File: config.mk
export PLATFORM = sky130hd
export DESIGN_NAME = stage_sequencer_flat
export DESIGN_NICKNAME = d
export VERILOG_FILES = /design/src/rtl/stage_sequencer_if.sv /design/src/rtl/stage_sequencer.sv /design/src/flat_wrapper.sv
export SDC_FILE = /design/constraint.sdc
export NUM_CORES = 1
export LEC_CHECK = 0
export ABC_CLOCK_PERIOD_IN_PS = 5300
export CORE_ASPECT_RATIO = 0.9
export CORE_MARGIN = 2
export CORE_UTILIZATION = 35
export CTS_CLUSTER_DIAMETER = 150
export CTS_CLUSTER_SIZE = 12
export DETAILED_ROUTE_END_ITERATION = 12
export HOLD_SLACK_MARGIN = 0.03
export PLACE_DENSITY = 0.66
export SLEW_MARGIN = 10
export SYNTH_ARGS = -nofsm -noshare
export SYNTH_HDL_FRONTEND = slang
export SYNTH_SLANG_ARGS = --single-unit
File: constraint.sdc
create_clock -name clk -period 5.3 [get_ports clk]
set_input_delay 0.53 -clock clk [delete_from_list [all_inputs] [get_ports clk]]
set_output_delay 0.53 -clock clk [all_outputs]
set_load 0.01 [all_outputs]
File: src/rtl/stage_sequencer_if.sv
// Control/handshake bundle between the stage sequencer and the core / memory side.
// The master is the sequencer. The slave is the decoder/memory environment that drives run, acks and decode flags.
interface stage_sequencer_if #(
    parameter int CNT_W = 32
);
    logic             run;
    logic             resume;
    logic             imem_ack;
    logic             dmem_ack;
    logic             need_mem;
    logic             is_halt;
    logic [2:0]       stage;
    logic             imem_req;
    logic             dmem_req;
    logic             reg_we;
    logic             pc_we;
    logic             busy;
    logic             halted;
    logic             err;
    logic [CNT_W-1:0] retired;

    modport master (
        input  run, resume, imem_ack, dmem_ack, need_mem, is_halt,
        output stage, imem_req, dmem_req, reg_we, pc_we, busy, halted, err, retired
    );

    modport slave (
        output run, resume, imem_ack, dmem_ack, need_mem, is_halt,
        input  stage, imem_req, dmem_req, reg_we, pc_we, busy, halted, err, retired
    );
endinterface

File: src/rtl/stage_sequencer.sv
// Multi-cycle CPU stage controller. All outputs are Moore-decoded from the state register, so they add no latency.
// Backpressure: FETCH and MEMACCESS wait on imem_ack/dmem_ack. A wait of MEM_TIMEOUT cycles without ack ends in sticky ERROR.
module stage_sequencer #(
    parameter int CNT_W       = 32,
    parameter int TMO_W       = 8,
    parameter int MEM_TIMEOUT = 255
) (
    input  logic              clk,
    input  logic              reset,
    stage_sequencer_if.master bus
);

    typedef enum logic [2:0] {
        S_IDLE,
        S_FETCH,
        S_DECODE,
        S_EXECUTE,
        S_MEMACCESS,
        S_MEMSTORE,
        S_HALT,
        S_ERROR
    } state_t;

    localparam logic [2:0] STG_FETCH     = 3'd0;
    localparam logic [2:0] STG_DECODE    = 3'd1;
    localparam logic [2:0] STG_EXECUTE   = 3'd2;
    localparam logic [2:0] STG_MEMACCESS = 3'd3;
    localparam logic [2:0] STG_MEMSTORE  = 3'd4;
    localparam logic [2:0] STG_NONE      = 3'd7;

    localparam logic [TMO_W-1:0] TMO_LAST = TMO_W'(MEM_TIMEOUT - 1);

    state_t           state_q, state_d;
    logic [TMO_W-1:0] wait_q, wait_d;
    logic             need_mem_q, need_mem_d;
    logic [CNT_W-1:0] retired_q, retired_d;

    logic [2:0] stage;
    logic       imem_req;
    logic       dmem_req;
    logic       reg_we;
    logic       pc_we;
    logic       busy;
    logic       halted;
    logic       err;

    always_ff @(posedge clk or posedge reset) begin
        if (reset) begin
            state_q    <= S_IDLE;
            wait_q     <= '0;
            need_mem_q <= 1'b0;
            retired_q  <= '0;
        end else begin
            state_q    <= state_d;
            wait_q     <= wait_d;
            need_mem_q <= need_mem_d;
            retired_q  <= retired_d;
        end
    end

    // Next-state logic; the wait counter restarts on every entry into a memory wait.
    always_comb begin
        state_d    = state_q;
        wait_d     = wait_q;
        need_mem_d = need_mem_q;
        retired_d  = retired_q;
        case (state_q)
            S_IDLE: begin
                if (bus.run) begin
                    state_d = S_FETCH;
                    wait_d  = '0;
                end
            end
            S_FETCH: begin
                if (bus.imem_ack) begin
                    state_d = S_DECODE;
                end else if (wait_q == TMO_LAST) begin
                    state_d = S_ERROR;
                end else begin
                    wait_d = wait_q + TMO_W'(1);
                end
            end
            S_DECODE: begin
                need_mem_d = bus.need_mem;
                if (bus.is_halt) begin
                    state_d   = S_HALT;
                    retired_d = retired_q + CNT_W'(1);
                end else begin
                    state_d = S_EXECUTE;
                end
            end
            S_EXECUTE: begin
                if (need_mem_q) begin
                    state_d = S_MEMACCESS;
                    wait_d  = '0;
                end else begin
                    state_d = S_MEMSTORE;
                end
            end
            S_MEMACCESS: begin
                if (bus.dmem_ack) begin
                    state_d = S_MEMSTORE;
                end else if (wait_q == TMO_LAST) begin
                    state_d = S_ERROR;
                end else begin
                    wait_d = wait_q + TMO_W'(1);
                end
            end
            S_MEMSTORE: begin
                retired_d = retired_q + CNT_W'(1);
                wait_d    = '0;
                state_d   = bus.run ? S_FETCH : S_IDLE;
            end
            S_HALT: begin
                if (bus.resume) begin
                    state_d = S_FETCH;
                    wait_d  = '0;
                end
            end
            S_ERROR: begin
                state_d = S_ERROR;
            end
        endcase
    end

    always_comb begin
        stage    = STG_NONE;
        imem_req = 1'b0;
        dmem_req = 1'b0;
        reg_we   = 1'b0;
        pc_we    = 1'b0;
        busy     = 1'b1;
        halted   = 1'b0;
        err      = 1'b0;
        case (state_q)
            S_IDLE:      busy = 1'b0;
            S_FETCH: begin
                stage    = STG_FETCH;
                imem_req = 1'b1;
            end
            S_DECODE:    stage = STG_DECODE;
            S_EXECUTE:   stage = STG_EXECUTE;
            S_MEMACCESS: begin
                stage    = STG_MEMACCESS;
                dmem_req = 1'b1;
            end
            S_MEMSTORE: begin
                stage  = STG_MEMSTORE;
                reg_we = 1'b1;
                pc_we  = 1'b1;
            end
            S_HALT: begin
                busy   = 1'b0;
                halted = 1'b1;
            end
            S_ERROR: begin
                busy = 1'b0;
                err  = 1'b1;
            end
        endcase
    end

    assign bus.stage    = stage;
    assign bus.imem_req = imem_req;
    assign bus.dmem_req = dmem_req;
    assign bus.reg_we   = reg_we;
    assign bus.pc_we    = pc_we;
    assign bus.busy     = busy;
    assign bus.halted   = halted;
    assign bus.err      = err;
    assign bus.retired  = retired_q;

endmodule

File: src/flat_wrapper.sv
// flat-port wrapper written by rule: the top's interface ports become plain ports
module stage_sequencer_flat 
#(
    parameter int CNT_W       = 32,
    parameter int TMO_W       = 8,
    parameter int MEM_TIMEOUT = 255
)
  (clk, reset, bus_run, bus_resume, bus_imem_ack, bus_dmem_ack, bus_need_mem, bus_is_halt, bus_stage, bus_imem_req, bus_dmem_req, bus_reg_we, bus_pc_we, bus_busy, bus_halted, bus_err, bus_retired);
  stage_sequencer_if #(.CNT_W(CNT_W)) bus_i ();
  input  logic clk;
  input  logic reset;
  input wire logic [$bits(bus_i.run)-1:0] bus_run;
  input wire logic [$bits(bus_i.resume)-1:0] bus_resume;
  input wire logic [$bits(bus_i.imem_ack)-1:0] bus_imem_ack;
  input wire logic [$bits(bus_i.dmem_ack)-1:0] bus_dmem_ack;
  input wire logic [$bits(bus_i.need_mem)-1:0] bus_need_mem;
  input wire logic [$bits(bus_i.is_halt)-1:0] bus_is_halt;
  output wire logic [$bits(bus_i.stage)-1:0] bus_stage;
  output wire logic [$bits(bus_i.imem_req)-1:0] bus_imem_req;
  output wire logic [$bits(bus_i.dmem_req)-1:0] bus_dmem_req;
  output wire logic [$bits(bus_i.reg_we)-1:0] bus_reg_we;
  output wire logic [$bits(bus_i.pc_we)-1:0] bus_pc_we;
  output wire logic [$bits(bus_i.busy)-1:0] bus_busy;
  output wire logic [$bits(bus_i.halted)-1:0] bus_halted;
  output wire logic [$bits(bus_i.err)-1:0] bus_err;
  output wire logic [$bits(bus_i.retired)-1:0] bus_retired;
  assign bus_i.run = bus_run;
  assign bus_i.resume = bus_resume;
  assign bus_i.imem_ack = bus_imem_ack;
  assign bus_i.dmem_ack = bus_dmem_ack;
  assign bus_i.need_mem = bus_need_mem;
  assign bus_i.is_halt = bus_is_halt;
  assign bus_stage = bus_i.stage;
  assign bus_imem_req = bus_i.imem_req;
  assign bus_dmem_req = bus_i.dmem_req;
  assign bus_reg_we = bus_i.reg_we;
  assign bus_pc_we = bus_i.pc_we;
  assign bus_busy = bus_i.busy;
  assign bus_halted = bus_i.halted;
  assign bus_err = bus_i.err;
  assign bus_retired = bus_i.retired;
  stage_sequencer #(.CNT_W(CNT_W), .TMO_W(TMO_W), .MEM_TIMEOUT(MEM_TIMEOUT)) u_core (.clk(clk), .reset(reset), .bus(bus_i));
endmodule
; ---- Word level (Yosys, flattened, before mapping)
; Cells that the tools add are included.
[word_totals]
reg_bits = 44
inputBits = 8
out_inout_bits = 42
wordCells = 52
[op_classes]
addsub = 2
n_eq_ne = 14
mux = 25
reduce_logical = 7
[ops]
columns = cell, n
row1 = one-hot mux 32 bit (2 select lines), 1
row2 = two-way mux 8 bit, 6
row3 = one-hot mux 8 bit (6 select lines), 1
row4 = "adder 32 x 1 -> 32 bit, second input constant", 1
row5 = two-way mux 32 bit, 1
row6 = one-hot mux 3 bit (8 select lines), 1
row7 = two-way mux 3 bit, 6
row8 = one-hot mux 3 bit (5 select lines), 1
row9 = "equality test 3 bit, second input constant", 4
row10 = "inequality test 2 bit, second input constant", 5
row11 = "adder 8 x 1 -> 8 bit, second input constant", 1
row12 = "equality test 8 bit, second input constant", 1
row13 = two-way mux 1 bit, 8
row14 = "equality test 3 x 2 -> 1 bit, second input constant", 2
row15 = AND reduction 6 bit, 1
row16 = nonzero test 6 bit, 1
row17 = AND reduction 2 bit, 2
row18 = "equality test 3 x 1 -> 1 bit, second input constant", 1
row19 = zero test 3 bit, 1
row20 = OR reduction 3 bit, 1
row21 = "inequality test 2 x 1 -> 1 bit, second input constant", 1
row22 = nonzero test 2 bit, 1

; ---- Logic depth before layout (Yosys ltp)
[logic_depth]
ltp_word = 4
mapped_depth = 8
mapped_depth_nobuf = 7

; ---- Least setup slack after synthesis
; No wires, ideal clock.
[synth_path]
path_type = in2reg
from = in bus_is_halt
to = reg u_core.retired_q[28], in the netlist u_core.bus.retired[28]
setup_ns = 0.126
arrival_ns = 1.673
required_time_ns = 5.174
setup_slack_ns = 3.500
stages = 5
path_buffers = 0
cell_sequence = and4bb_4 o21ai_2 or4b_4 nand2b_4 xnor2_2
[synth_between]
elab_chain_len = 2
[synth_rtl]
columns = item, line
row1 = start: declaration, flat_wrapper.sv:17  ; input wire logic [$bits(bus_i.is_halt)-1:0] bus_is_halt;
row2 = inequality test 2 bit (no line), --
row3 = AND reduction 2 bit (no line), --
row4 = end signal: assignment, stage_sequencer.sv:57  ; retired_q <= retired_d;
row5 = end: declaration, stage_sequencer.sv:36  ; logic [CNT_W-1:0] retired_q, retired_d;
; Every way passes these cells.
; A chain may end at the register's enable or synchronous reset.

; ---- Worst setup path after layout
[layout_path]
from = reg u_core.state_q[1]
to = out bus_stage[1]
[layout_between]
elab_chain_len = 2
[layout_rtl]
columns = item, line
row1 = start: declaration, stage_sequencer.sv:33  ; state_t state_q, state_d;
row2 = start signal: assignment, stage_sequencer.sv:54  ; state_q <= state_d;
row3 = equality test 3 bit (tied with other cells), stage_sequencer.sv:135  ; case (state_q)
row4 = one-hot mux 3 bit (5 select lines) (*), stage_sequencer.sv:135
row5 = end: declaration, flat_wrapper.sv:18  ; output wire logic [$bits(bus_i.stage)-1:0] bus_stage;
; Mark *: on every way between the ends. The rest lies on a longest branch, timed or not.

==> flow_summary.rst <==
.. list-table::
   :header-rows: 1

   * - Metric
     - Value
   * - Finished Layout Cells
     - ~380
   * - Max-cap violations
     - 0
   * - Post-DP HPWL
     - ~3700 um
   * - Area grow syn2layout
     - 27.4%
   * - Final routed wirelength across all metal layers
     - approximately 5200 um
   * - Count of cells resized by post-cts repair
     - 0
   * - Share of the synthesized netlist area taken by xor and xnor gates
     - between 10% and 20%
   * - Share of the yosys chip area belonging to registers
     - between 40% and 50%
   * - Setup repair after global routing missed its margin
     - false
   * - Final number of max-transition violations
     - 0
   * - Synthesized-area fraction occupied by and/or/nand/nor cells
     - between 20 and 25%
   * - Via count of the routed design
     - about 1.9k
   * - Post-synth net total
     - around 250
   * - Signal arrival time at the worst endpoint
     - 2.10 ns
   * - Pwr Total
     - 1.09 mW
   * - Number of antenna repair diodes
     - 0
   * - Final net count
     - between 300 and 400
   * - Worst Path Class, Setup
     - reg2out
   * - Post-route clock period utilization
     - about half
   * - Data required time at the worst endpoint
     - ~4.8 ns
   * - WL per Instance
     - between 10 and 15 um
   * - Headroom to the max-slew limit
     - 59.5%
   * - Via count of the first global-routing pass
     - 1,739
   * - 1st-pass router iterations
     - 4
   * - Startpoint class of the critical path
     - flip-flop
   * - Total setup buffers inserted after CTS
     - 0
   * - Final worst setup slack
     - between 2 and 3 ns
   * - Peak fanout along the critical path
     - 19
   * - Cell Pwr Density
     - around 360 mW/mm^2
   * - Multiplexer area fraction after synthesis
     - roughly 1.8%
   * - Mapped Avg Cell Area
     - a little under 10 um^2
   * - Share of flip-flops with an asynchronous set or reset
     - 100%
   * - Netlist cell types
     - 53
   * - Total instance count after detailed placement
     - 376
   * - Fmax
     - about 0.38 GHz
   * - Number of antenna violations at the first check in global routing
     - 0
   * - Vertical die dimension
     - 82.2 um
   * - Number of sinks on the clock net
     - 44
   * - Clock Skews
     - around 0.0095 ns
   * - Minimum setup slack after placement
     - 2.92 ns
   * - Post-synthesis compound-gate area fraction
     - ~11%
   * - Number of hold violations in the final report
     - 0
   * - Critical path endpoint category
     - output pin
   * - Final-layout setup total negative slack
     - 0 ns
   * - Total routing resource utilization after global routing
     - around 14%
   * - Area of the die
     - ~0.0075 mm^2
   * - Outcome
     - complete, no violations
   * - Number of storage elements in the synthesis netlist
     - between 40 and 50
   * - Clock slew seen by the registers of the worst setup and hold paths
     - about 0.080 ns
   * - Sum of overflow across all layers after global routing
     - 0
   * - Pleak
     - 1.27 nW
   * - Clock insertion delay at the later pin of the skew report
     - about 0.29 ns
   * - Port-buffer cells
     - 49
   * - EDFF count, synth
     - 0
   * - Residual DRC count
     - 0
   * - Maximum root-to-sink buffer count
     - 2
   * - Die span in x
     - around 91 um
   * - Via density
     - approximately 5
   * - Number of top-level pins
     - 50
   * - Core box area
     - about 0.0066 mm^2
   * - Root buf cell
     - clkbuf_8
   * - Post-route antenna net violation count
     - 0
   * - Initial Utilization
     - a little over a third
   * - 1st-iter DRT viols
     - between 100 and 150
   * - Number of synthesis warnings
     - 0
   * - Maximum level of the CTS H-tree
     - 2
   * - Mapped Area
     - between 0.002 and 0.0025 mm^2
   * - Pin count of the biggest net entering global routing
     - 45
   * - Combinational family with the most area after synthesis
     - simple AND/OR/NAND/NOR gates
   * - Share of post-route cells with drive strength above 1
     - under 10%
   * - Number of clock buffers inserted by TritonCTS
     - 5
   * - Global-route wire length before repair
     - about 8500 um
   * - Min-Delay Path Class
     - reg2reg
   * - CTS tree
     - built
   * - Cells after Synth
     - approximately 240
   * - Total of endpoints with negative setup slack in the final report
     - 0
   * - GPL Wtd Cong
     - approximately 0.77
   * - Maximum resistive drop on vdd
     - a little under 0.2 mV
   * - Std-Cell Rows
     - 28
   * - Adder-cell share of the synthesized area
     - approximately 1.6%
   * - Primary flip-flop cell chosen by synthesis mapping
     - dfrtp_1
   * - Post-CTS Hold Fix Bufs
     - 0
   * - Min Tclk post-route
     - around 2.6 ns
   * - Pin slew with the least headroom to its limit
     - slightly above 0.6 ns
[critical path, cell delays in order, from the launching register on]
cell,delay [ns]
dfrtp_1,0.71
clkinv_2,0.22
nor3_1,0.28
a21oi_1,0.07
clkdlybuf4s50_1,0.52
[stage by stage]
step,hold WS [ns],util (%),cell area (um^2)
2_1_floorplan,0.499,-,2380
3_3_place_gp,0.467,44.8,2950
3_5_place_dp,0.466,44.8,2950
4_1_cts,0.477,46.0,3030
5_1_grt,0.493,46.0,3030
6_report,0.476,46.0,3030
[cells in the final DEF, fill, tap and decap left out, types with 2 or more instances in the layout]
cell              n
a21oi_1          13
and2_1            2
and3_1            2
and4_1            5
clkbuf_8          5
clkdlybuf4s50_1  49
clkinv_2          2
dfrtp_1          44
ha_1              3
inv_1             6
mux2_2            3
nand2_1          29
nand2b_1          4
nand2b_4          2
nand3_1          12
nand4_1           6
nor2_1           23
nor2b_1           2
nor3_1            5
o211ai_1          2
o21ai_0          12
o22ai_1           2
or4b_4            2
xnor2_1          20
xnor2_2           2
xor2_1            9
[per-layer routing]
metal  global-route usage (%)  up-vias  wire [um]
met1                     20.4      904       2690
li1                         -      940          -
met3                     3.45        2        201
met5                        0        -          0
met2                     21.4       34       2240
met4                     3.64        0         22
[logic make-up (layout without fill, tap and decap cells)]
logic type | after synthesis | after routing
muxes | 4 | 4
xor gates and xnor gates | 31 | 31
AOI/OAI and AO/OA | 41 | 41
buffers and inverters | 16 | 66
DFF | 44 | 44
adders and majority gates | 3 | 3
and+or+nand+nor | 104 | 104
[synth_stat cells, types with 2 or more instances]
| library cell | instances | area (um^2) |
|---|---|---|
| xor2_1 | 9 | 78.8 |
| ha_1 | 3 | 37.5 |
| o21ai_0 | 12 | 60.1 |
| and4_1 | 5 | 43.8 |
| nand4_1 | 6 | 37.5 |
| nand3_1 | 12 | 60.1 |
| o22ai_1 | 2 | 12.5 |
| buf_1 | 2 | 7.51 |
| dfrtp_1 | 44 | 1100 |
| and3_1 | 2 | 12.5 |
| mux2_2 | 3 | 33.8 |
| xnor2_1 | 20 | 175 |
| a21oi_1 | 13 | 65.1 |
| nor3_1 | 5 | 25.0 |
| xnor2_2 | 2 | 32.5 |
| and2_1 | 2 | 12.5 |
| buf_2 | 2 | 10.0 |
| nand2_1 | 29 | 109 |
| o211ai_1 | 2 | 15.0 |
| nand2b_1 | 4 | 25.0 |
| or4b_4 | 2 | 27.5 |
| nor2b_1 | 2 | 12.5 |
| nor2_1 | 23 | 86.3 |
| nand2b_4 | 2 | 27.5 |
| inv_1 | 7 | 26.3 |
[power breakdown]
part / switching, mW / internal, mW
Sequential: 0.0892 / 0.373
Clock: 0.111 / 0.0893
Combinational: 0.211 / 0.218
Total: 0.411 / 0.681
[final timing paths]
path,from,to,depth (start not counted),slack (ns)
setup reg to reg,u_core.state_q[2],u_core.bus.retired[31],5,3.14
max in group asynchronous,reset,u_core.bus.retired[20],3,4.21
min in group asynchronous,reset,u_core.wait_q[4],3,0.68
setup / recovery,u_core.state_q[1],bus_stage[1],4,2.67
hold reg to reg,u_core.bus.retired[31],u_core.bus.retired[31],1,0.48
hold / removal,u_core.bus.retired[31],u_core.bus.retired[31],1,0.48
[final cells by class]
class                   instances  area, um^2
well taps                      90         113
repair buffers                 50         498
fillers                       652        3550
flip-flops and latches         44        1100
inverters                       9        35.0
clock inverters                 2        12.5
clock buffers                   5        68.8
multi-input cells             183        1200
[flip-flops by register name, indices dropped and copies added (netlist names)]
signal	flops
u_core.state_q	3
u_core.bus.retired	32
u_core.need_mem_q	1
u_core.wait_q	8
No activity file was read; power rests on OpenSTA's default activity.
